**config.mk**
```make
export PLATFORM = sky130hd
export DESIGN_NAME = ram_arbiter
export DESIGN_NICKNAME = d
export VERILOG_FILES = /design/src/rtl/ram_arbiter.sv
export SDC_FILE = /design/constraint.sdc
export NUM_CORES = 1
export LEC_CHECK = 0
export CAP_MARGIN = 10
export CELL_PAD_IN_SITES_DETAIL_PLACEMENT = 2
export CELL_PAD_IN_SITES_GLOBAL_PLACEMENT = 2
export CORE_MARGIN = 3
export CORE_UTILIZATION = 26
export CTS_CLUSTER_SIZE = 30
export DETAILED_ROUTE_END_ITERATION = 8
export HOLD_SLACK_MARGIN = 0.12
export PLACE_DENSITY_LB_ADDON = 0.1
export SETUP_SLACK_MARGIN = 0.4
export SLEW_MARGIN = 20
export SYNTH_ARGS = -nofsm -noshare
export SYNTH_HDL_FRONTEND = slang
export SYNTH_SLANG_ARGS = --single-unit
```
**constraint.sdc**
```tcl
create_clock -name clk_i -period 4.5 [get_ports clk_i]
set_input_delay 0.9 -clock clk_i [delete_from_list [all_inputs] [get_ports clk_i]]
set_output_delay 0.9 -clock clk_i [all_outputs]
set_load 0.01 [all_outputs]
```
**src/rtl/ram_arbiter.sv**
```systemverilog
// ram_arbiter: lets the CPU and the DMA engine share the single-port data RAM.
//
// Each access is a req/ack handshake. When both sides request at once the grant alternates
// (round-robin). The DMA can hold the bus for a burst by raising dma_lock_i, but only for
// MAX_LOCK grants in a row while the CPU is waiting, so the CPU is never starved.
// Optional feature: define ARB_STATS_EN to add conflict_cnt_o.
//
// Ports:
//   clk_i, rst_ni              clock (rising edge), asynchronous active-low reset
//   conflict_cnt_o             (ARB_STATS_EN only) number of IDLE cycles with both requests
//                              high; stops counting at 0xFFFF
//   cpu_req_i/we_i/addr_i/     CPU request and access fields, held until cpu_ack_o
//   wdata_i
//   cpu_ack_o, cpu_rdata_o     one-cycle completion pulse; read data, valid with the ack
//   dma_req_i/we_i/addr_i/     DMA request and access fields, held until dma_ack_o
//   wdata_i, dma_lock_i        dma_lock_i asks to keep the bus for the next DMA access
//   dma_ack_o, dma_rdata_o     one-cycle completion pulse; read data, valid with the ack
//   ram_cs_o/we_o/addr_o/      registered RAM controls
//   wdata_o
//   ram_rdata_i                RAM read data, valid one cycle after ram_cs_o
module ram_arbiter #(
    parameter int unsigned ADDR_W   = 8,
    parameter int unsigned DATA_W   = 8,
    parameter int unsigned MAX_LOCK = 16
) (
    input  logic              clk_i,
    input  logic              rst_ni,
`ifdef ARB_STATS_EN
    output logic [15:0]       conflict_cnt_o,
`endif
    input  logic              cpu_req_i,
    input  logic              cpu_we_i,
    input  logic [ADDR_W-1:0] cpu_addr_i,
    input  logic [DATA_W-1:0] cpu_wdata_i,
    output logic              cpu_ack_o,
    output logic [DATA_W-1:0] cpu_rdata_o,
    input  logic              dma_req_i,
    input  logic              dma_we_i,
    input  logic [ADDR_W-1:0] dma_addr_i,
    input  logic [DATA_W-1:0] dma_wdata_i,
    input  logic              dma_lock_i,
    output logic              dma_ack_o,
    output logic [DATA_W-1:0] dma_rdata_o,
    output logic              ram_cs_o,
    output logic              ram_we_o,
    output logic [ADDR_W-1:0] ram_addr_o,
    output logic [DATA_W-1:0] ram_wdata_o,
    input  logic [DATA_W-1:0] ram_rdata_i
);

    localparam int unsigned LockW = $clog2(MAX_LOCK + 1);
    localparam logic [LockW-1:0] MaxLock = LockW'(MAX_LOCK);

    typedef enum logic [1:0] {StIdle, StAccess, StAck} state_e;

    state_e            state_q, state_d;
    logic              cs_q, cs_d;
    logic              we_q, we_d;
    logic [ADDR_W-1:0] addr_q, addr_d;
    logic [DATA_W-1:0] wdata_q, wdata_d;
    logic              gnt_dma_q, gnt_dma_d;    // owner of the access in flight
    logic              last_dma_q, last_dma_d;  // owner of the most recent grant
    logic              lock_q, lock_d;          // dma_lock_i seen at the last DMA grant
    logic [LockW-1:0]  lock_cnt_q, lock_cnt_d;
    logic              cpu_ack_q, cpu_ack_d;
    logic              dma_ack_q, dma_ack_d;
    logic [DATA_W-1:0] cpu_rdata_q, cpu_rdata_d;
    logic [DATA_W-1:0] dma_rdata_q, dma_rdata_d;

    logic lock_win;
    logic pick_dma;

    // The lock only decides ties; a lone requester always wins.
    assign lock_win = last_dma_q & lock_q & (lock_cnt_q < MaxLock);
    assign pick_dma = dma_req_i & (~cpu_req_i | lock_win | ~last_dma_q);

    always_comb begin
        state_d     = state_q;
        cs_d        = 1'b0;
        we_d        = 1'b0;
        addr_d      = addr_q;
        wdata_d     = wdata_q;
        gnt_dma_d   = gnt_dma_q;
        last_dma_d  = last_dma_q;
        lock_d      = lock_q;
        lock_cnt_d  = lock_cnt_q;
        cpu_ack_d   = 1'b0;
        dma_ack_d   = 1'b0;
        cpu_rdata_d = cpu_rdata_q;
        dma_rdata_d = dma_rdata_q;
        unique case (state_q)
            StIdle: begin
                if (cpu_req_i || dma_req_i) begin
                    state_d    = StAccess;
                    cs_d       = 1'b1;
                    gnt_dma_d  = pick_dma;
                    last_dma_d = pick_dma;
                    if (pick_dma) begin
                        we_d    = dma_we_i;
                        addr_d  = dma_addr_i;
                        wdata_d = dma_wdata_i;
                        lock_d  = dma_lock_i;
                        // Count only the locked grants taken while the CPU is waiting.
                        if (!cpu_req_i) begin
                            lock_cnt_d = '0;
                        end else if (dma_lock_i && (lock_cnt_q < MaxLock)) begin
                            lock_cnt_d = lock_cnt_q + 1'b1;
                        end
                    end else begin
                        we_d       = cpu_we_i;
                        addr_d     = cpu_addr_i;
                        wdata_d    = cpu_wdata_i;
                        lock_cnt_d = '0;
                    end
                end
            end
            StAccess: begin
                state_d = StAck;
            end
            StAck: begin
                state_d = StIdle;
                // Read data is latched for writes as well; the requester ignores it.
                if (gnt_dma_q) begin
                    dma_ack_d   = 1'b1;
                    dma_rdata_d = ram_rdata_i;
                end else begin
                    cpu_ack_d   = 1'b1;
                    cpu_rdata_d = ram_rdata_i;
                end
            end
            default: begin
                state_d = StIdle;
            end
        endcase
    end

    always_ff @(posedge clk_i or negedge rst_ni) begin
        if (!rst_ni) begin
            state_q     <= StIdle;
            cs_q        <= 1'b0;
            we_q        <= 1'b0;
            addr_q      <= '0;
            wdata_q     <= '0;
            gnt_dma_q   <= 1'b0;
            last_dma_q  <= 1'b1;  // CPU wins the first tie after reset
            lock_q      <= 1'b0;
            lock_cnt_q  <= '0;
            cpu_ack_q   <= 1'b0;
            dma_ack_q   <= 1'b0;
            cpu_rdata_q <= '0;
            dma_rdata_q <= '0;
        end else begin
            state_q     <= state_d;
            cs_q        <= cs_d;
            we_q        <= we_d;
            addr_q      <= addr_d;
            wdata_q     <= wdata_d;
            gnt_dma_q   <= gnt_dma_d;
            last_dma_q  <= last_dma_d;
            lock_q      <= lock_d;
            lock_cnt_q  <= lock_cnt_d;
            cpu_ack_q   <= cpu_ack_d;
            dma_ack_q   <= dma_ack_d;
            cpu_rdata_q <= cpu_rdata_d;
            dma_rdata_q <= dma_rdata_d;
        end
    end

`ifdef ARB_STATS_EN
    logic [15:0] conflict_q;

    always_ff @(posedge clk_i or negedge rst_ni) begin
        if (!rst_ni) begin
            conflict_q <= '0;
        end else if ((state_q == StIdle) && cpu_req_i && dma_req_i &&
                     (conflict_q != 16'hFFFF)) begin
            conflict_q <= conflict_q + 16'd1;
        end
    end

    assign conflict_cnt_o = conflict_q;
`endif

    assign cpu_ack_o   = cpu_ack_q;
    assign dma_ack_o   = dma_ack_q;
    assign cpu_rdata_o = cpu_rdata_q;
    assign dma_rdata_o = dma_rdata_q;
    assign ram_cs_o    = cs_q;
    assign ram_we_o    = we_q;
    assign ram_addr_o  = addr_q;
    assign ram_wdata_o = wdata_q;

endmodule

```
* Yosys cells after proc, flatten, opt, wreduce, memory -nomap -nowiden
Index checks and enable logic that the tools add are counted.
Operators by class: reductions and logical operators 8, $add $sub $neg 1, $lt $le $gt $ge 1, bitwise operators 8, equality and inequality tests 4, mux-type cells 16
Operator list (number):
- two-way mux 8 bit | 2
- two-way mux 5 bit | 3
- two-way mux 1 bit | 9
- AND reduction 2 bit | 3
- AND reduction 3 bit | 2
- adder 5 x 1 -> 5 bit, second input constant | 1
- less-than comparator 5 bit, second input constant | 1
- one-hot mux 2 bit (2 select lines) | 1
- AND 1 bit | 3
- != test 3 x 2 -> 1 bit, second input constant | 1
- inverter 1 bit | 3
- equality test 2 x 1 -> 1 bit, second input constant | 1
- equality test 2 bit, second input constant | 1
- logical NOT 2 bit | 1
- two-way mux 2 bit | 1
- != test 2 bit, second input constant | 1
- bitwise OR 1 bit | 2
- logical AND 1 bit | 1
- logical OR 1 bit | 1
Storage, ports and cells: bits in registers 46, output and inout bits 36, input port bits 47

* Depth between registers and ports, before layout
depth after elaboration 8, mapped depth 6, gate-level depth less buffers 5

* Least setup slack after synthesis
No wires, ideal clock.
kind input to register, start in dma_lock_i, end reg lock_cnt_q[3], path slack 2623 ps, arrival time 1798 ps, stages 4, path buffers 0, cells stage by stage nor2b_1 > nand4_1 > or4b_1 > mux2i_1
Between the ends: word-level cells in the longest chain between the ends 3
Ends and longest elaborated chain:
- from (decl) | line 41 | input logic dma_lock_i,
- logical AND 1 bit | line 106 | end else if (dma_lock_i && (lock_cnt_q < MaxLock)) begin
- != test 3 x 2 -> 1 bit (no source line)
- AND reduction 3 bit (no source line)
- to (signal assigned) | line 161 | lock_cnt_q <= lock_cnt_d;
- to (decl) | line 64 | logic [LockW-1:0] lock_cnt_q, lock_cnt_d;
No other way between the ends. A chain may end at the register's enable or synchronous reset.

* Final worst setup path
start in dma_req_i, end reg wdata_q[4] (netlist: ram_wdata_o[4])
Between the ends: word-level cells in the longest chain between the ends 2, elaborated cells between the ends (all ways) 4, classes of those cells 1 x mux; 1 x bitwise; 2 x reduce/logical
Ends and longest elaborated chain:
- from (decl) | line 37 | input logic dma_req_i,
- AND 1 bit / logical OR 1 bit (equally long branches) | line 75, 93
- two-way mux 8 bit / AND reduction 2 bit (equally long branches)
- to (signal assigned) | line 157 | wdata_q <= wdata_d;
- to (decl) | line 60 | logic [DATA_W-1:0] wdata_q, wdata_d;
Several ways; a longest one is shown, not always the timed one.

==> impl_metrics.tcl <==
set metrics [dict create \
    status "completed" \
    synth_top_area_cell "dfrtp_1" \
    tns_ns 0 \
    crit_type "input port to flip-flop" \
    fp.dieArea_mm2 0.00844 \
    post_dp_cell_area_mm2 0.00284 \
    cp-start-kind "input port" \
    worst_pin_slew_ns 0.753 \
    synth_cells 194 \
    p_leak_nw 1.27 \
    async_flop_share 1.00 \
    start_util 0.275 \
    maxCapViolations 0 \
    h-tree-depth 2 \
    synth_cell_types 26 \
    placementRows 30 \
    clk_pin_slew_ns 0.09 \
    p_switching_w 0.000666 \
    power_density_mw_per_mm2 640 \
    slew_viol_final 0 \
    gp_congestion 0.733 \
    num_vias 1709 \
    rsz0062_at_grt "no" \
    path_max_fanout 26 \
    synth_edf_count 0 \
    fmax_mhz 399 \
    clock_path_buffers 2 \
    crit_arrival_ns 2.68 \
    hold_path.class "flip-flop to flip-flop" \
    num-fill-cells 783 \
    syn_nets 242 \
    cp-end-kind "flip-flop" \
    grt_util_all_layers 0.141 \
    p_clk_frac 0.163 \
    hold_viol 0 \
    p_seq_frac 0.374 \
    grt_overflow 0 \
    antenna_cells 0 \
    chipHeight_um 91.9 \
    clock_latency_ns 0.30 \
    syn_to_final_growth_pct 54.2 \
    timing.slew.headroom 0.498 \
    rr_worst_depth 4 \
    post_cts_buffers 0 \
    grt_pass1_wl_um 9450 \
    synth_common_cells "51 x nand2_1, 45 x dfrtp_1, 35 x a21oi_1, 17 x nor2_1, 9 x mux2_2" \
    yosys_warnings 0 \
    hold_depth 2 \
    drtPass1Iterations 4 \
    cts_hold_buf 0 \
    design_area_mm2 0.00296 \
    vdd_drop_max_mv 0.210 \
    ant_nets 0 \
    syn_avg_cell_area_um2 9.89 \
    grt_max_degree 47 \
    cts_tree "done" \
    drc 0 \
    synth_top_flop_cell "dfrtp_1" \
    cts_resized 0 \
    cts_buffers 5 \
    synth_most_common_cell "nand2_1" \
    nNetsFinal 327 \
    fp.coreArea_mm2 0.00698 \
    crit_required_ns 4.68 \
    root_buffer "clkbuf_8" \
    ys_seq_area_frac 0.601 \
    vias_per_cell 4.55 \
    synth_top_area_frac 0.587 \
    cts_sinks 46 \
    netlist_area_mm2 0.00192 \
    ios 83 \
    synth_seq_cells 46 \
    drt_iter0_markers 64 \
    clock_skew_ns 0.00964 \
    grt_pass1_vias 1846 \
    dpl.hpwl_um 4290 \
    drive_gt1_frac 0.0929 \
    setup_violations 0 \
    synthTopCellsByArea "dfrtp_1 59%, nand2_1 10%, a21oi_1 9.1%" \
    p_comb_frac 0.463 \
    antenna_found_initial 0 \
    min_period_ns 2.51 \
    sw_frac_of_total 0.352 \
    port_buffers 82 \
    p_int_w 0.00123 \
    wl_um 5790 \
    die_width_um 91.9 \
    wl_per_cell_um 15.4 \
    fin_crit_sh 0.557 \
]
power groups by stage:
| stage | Combinational [W] | Clock, W | Sequential (W) |
|---|---|---|---|
| after CTS | 0.000902 | 0.000321 | 0.000713 |
| after detailed placement | 0.000898 | 0 | 0.000717 |
| after floorplan | 0.000340 | 0 | 0.000778 |
| after global placement | 0.000869 | 0 | 0.000712 |
| after global routing | 0.000970 | 0.000342 | 0.000737 |
| final | 0.000876 | 0.000309 | 0.000708 |
per-stage QoR:
step	std cells	hold slack [ns]	setup slack [ns]	utilization	power, W
after floorplan	194	0.446	2.62	-	0.00112
after global placement	368	0.459	1.69	0.407	0.00158
after detailed placement	368	0.470	1.63	0.407	0.00161
after CTS	376	0.484	1.93	0.424	0.00194
after global routing	376	0.506	1.76	0.424	0.00205
final	376	0.475	1.99	0.424	0.00189
placed cells by master (no fill, tap or decap), types with 2 or more instances in the layout:
master           count
nor2b_1              2
clkbuf_8             5
clkinv_1             2
buf_4                3
nor3_1               2
mux2_2               9
clkdlybuf4s50_1     81
o21ai_2              2
nand3_1              3
a21oi_1             35
nand2_1             51
nor2_1              17
inv_1                5
dfrtp_1             45
mux2i_1              2
clkinvlp_4           2
cells by family after synthesis:
kind of cell	synth area share
AOI/OAI and AO/OA	0.125
adders and majority gates	0.00652
buffers and inverters	0.0307
DFF	0.601
muxes	0.0633
and+or+nand+nor	0.174
state kept, by name, indices dropped and copies added, names as in the netlist, 2 cells and up:
register / flops
ram_addr_o: 8
ram_wdata_o: 8
cpu_rdata_o: 8
lock_cnt_q: 5
state_q: 2
dma_rdata_o: 8
final cells by class:
class,count,area (um2),share of cell area
clock inverter,3,45.0,0.0152
inverter,7,26.3,0.00888
timing repair buffer,85,838,0.283
multi-input combinational,134,707,0.239
clock buffer,5,68.8,0.0233
sequential,46,1150,0.390
tap,96,120,0.0406
path summary, 6_finish.rpt:
path | slack (ns) | from | to
worst max register to register | 2.57 | lock_cnt_q[4] | lock_q
max in group asynchronous | 3.41 | rst_ni | lock_cnt_q[4]
worst min-delay path | 0.48 | last_dma_q | last_dma_q
min in group asynchronous | 0.68 | rst_ni | cpu_rdata_o[3]
worst max-delay path | 1.99 | dma_req_i | ram_wdata_o[4]
worst min register to register | 0.48 | last_dma_q | last_dma_q
critical path, cell delays in order:
cell and delay, ns:
clkdlybuf4s50_1 0.49, o21ai_2 0.16, buf_4 0.30, clkinv_1 0.47, nor2_1 0.28, a21oi_1 0.07
layer usage:
| layer | up-vias | global-route usage | routed length (um) |
|---|---|---|---|
| li1 | 811 | - | - |
| met1 | 841 | 0.173 | 2450 |
| met2 | 52 | 0.245 | 2910 |
| met3 | 5 | 0.0345 | 378 |
| met4 | 0 | 0.0371 | 60 |
| met5 | - | 0 | 0 |
No activity file was read; power rests on OpenSTA's default activity.
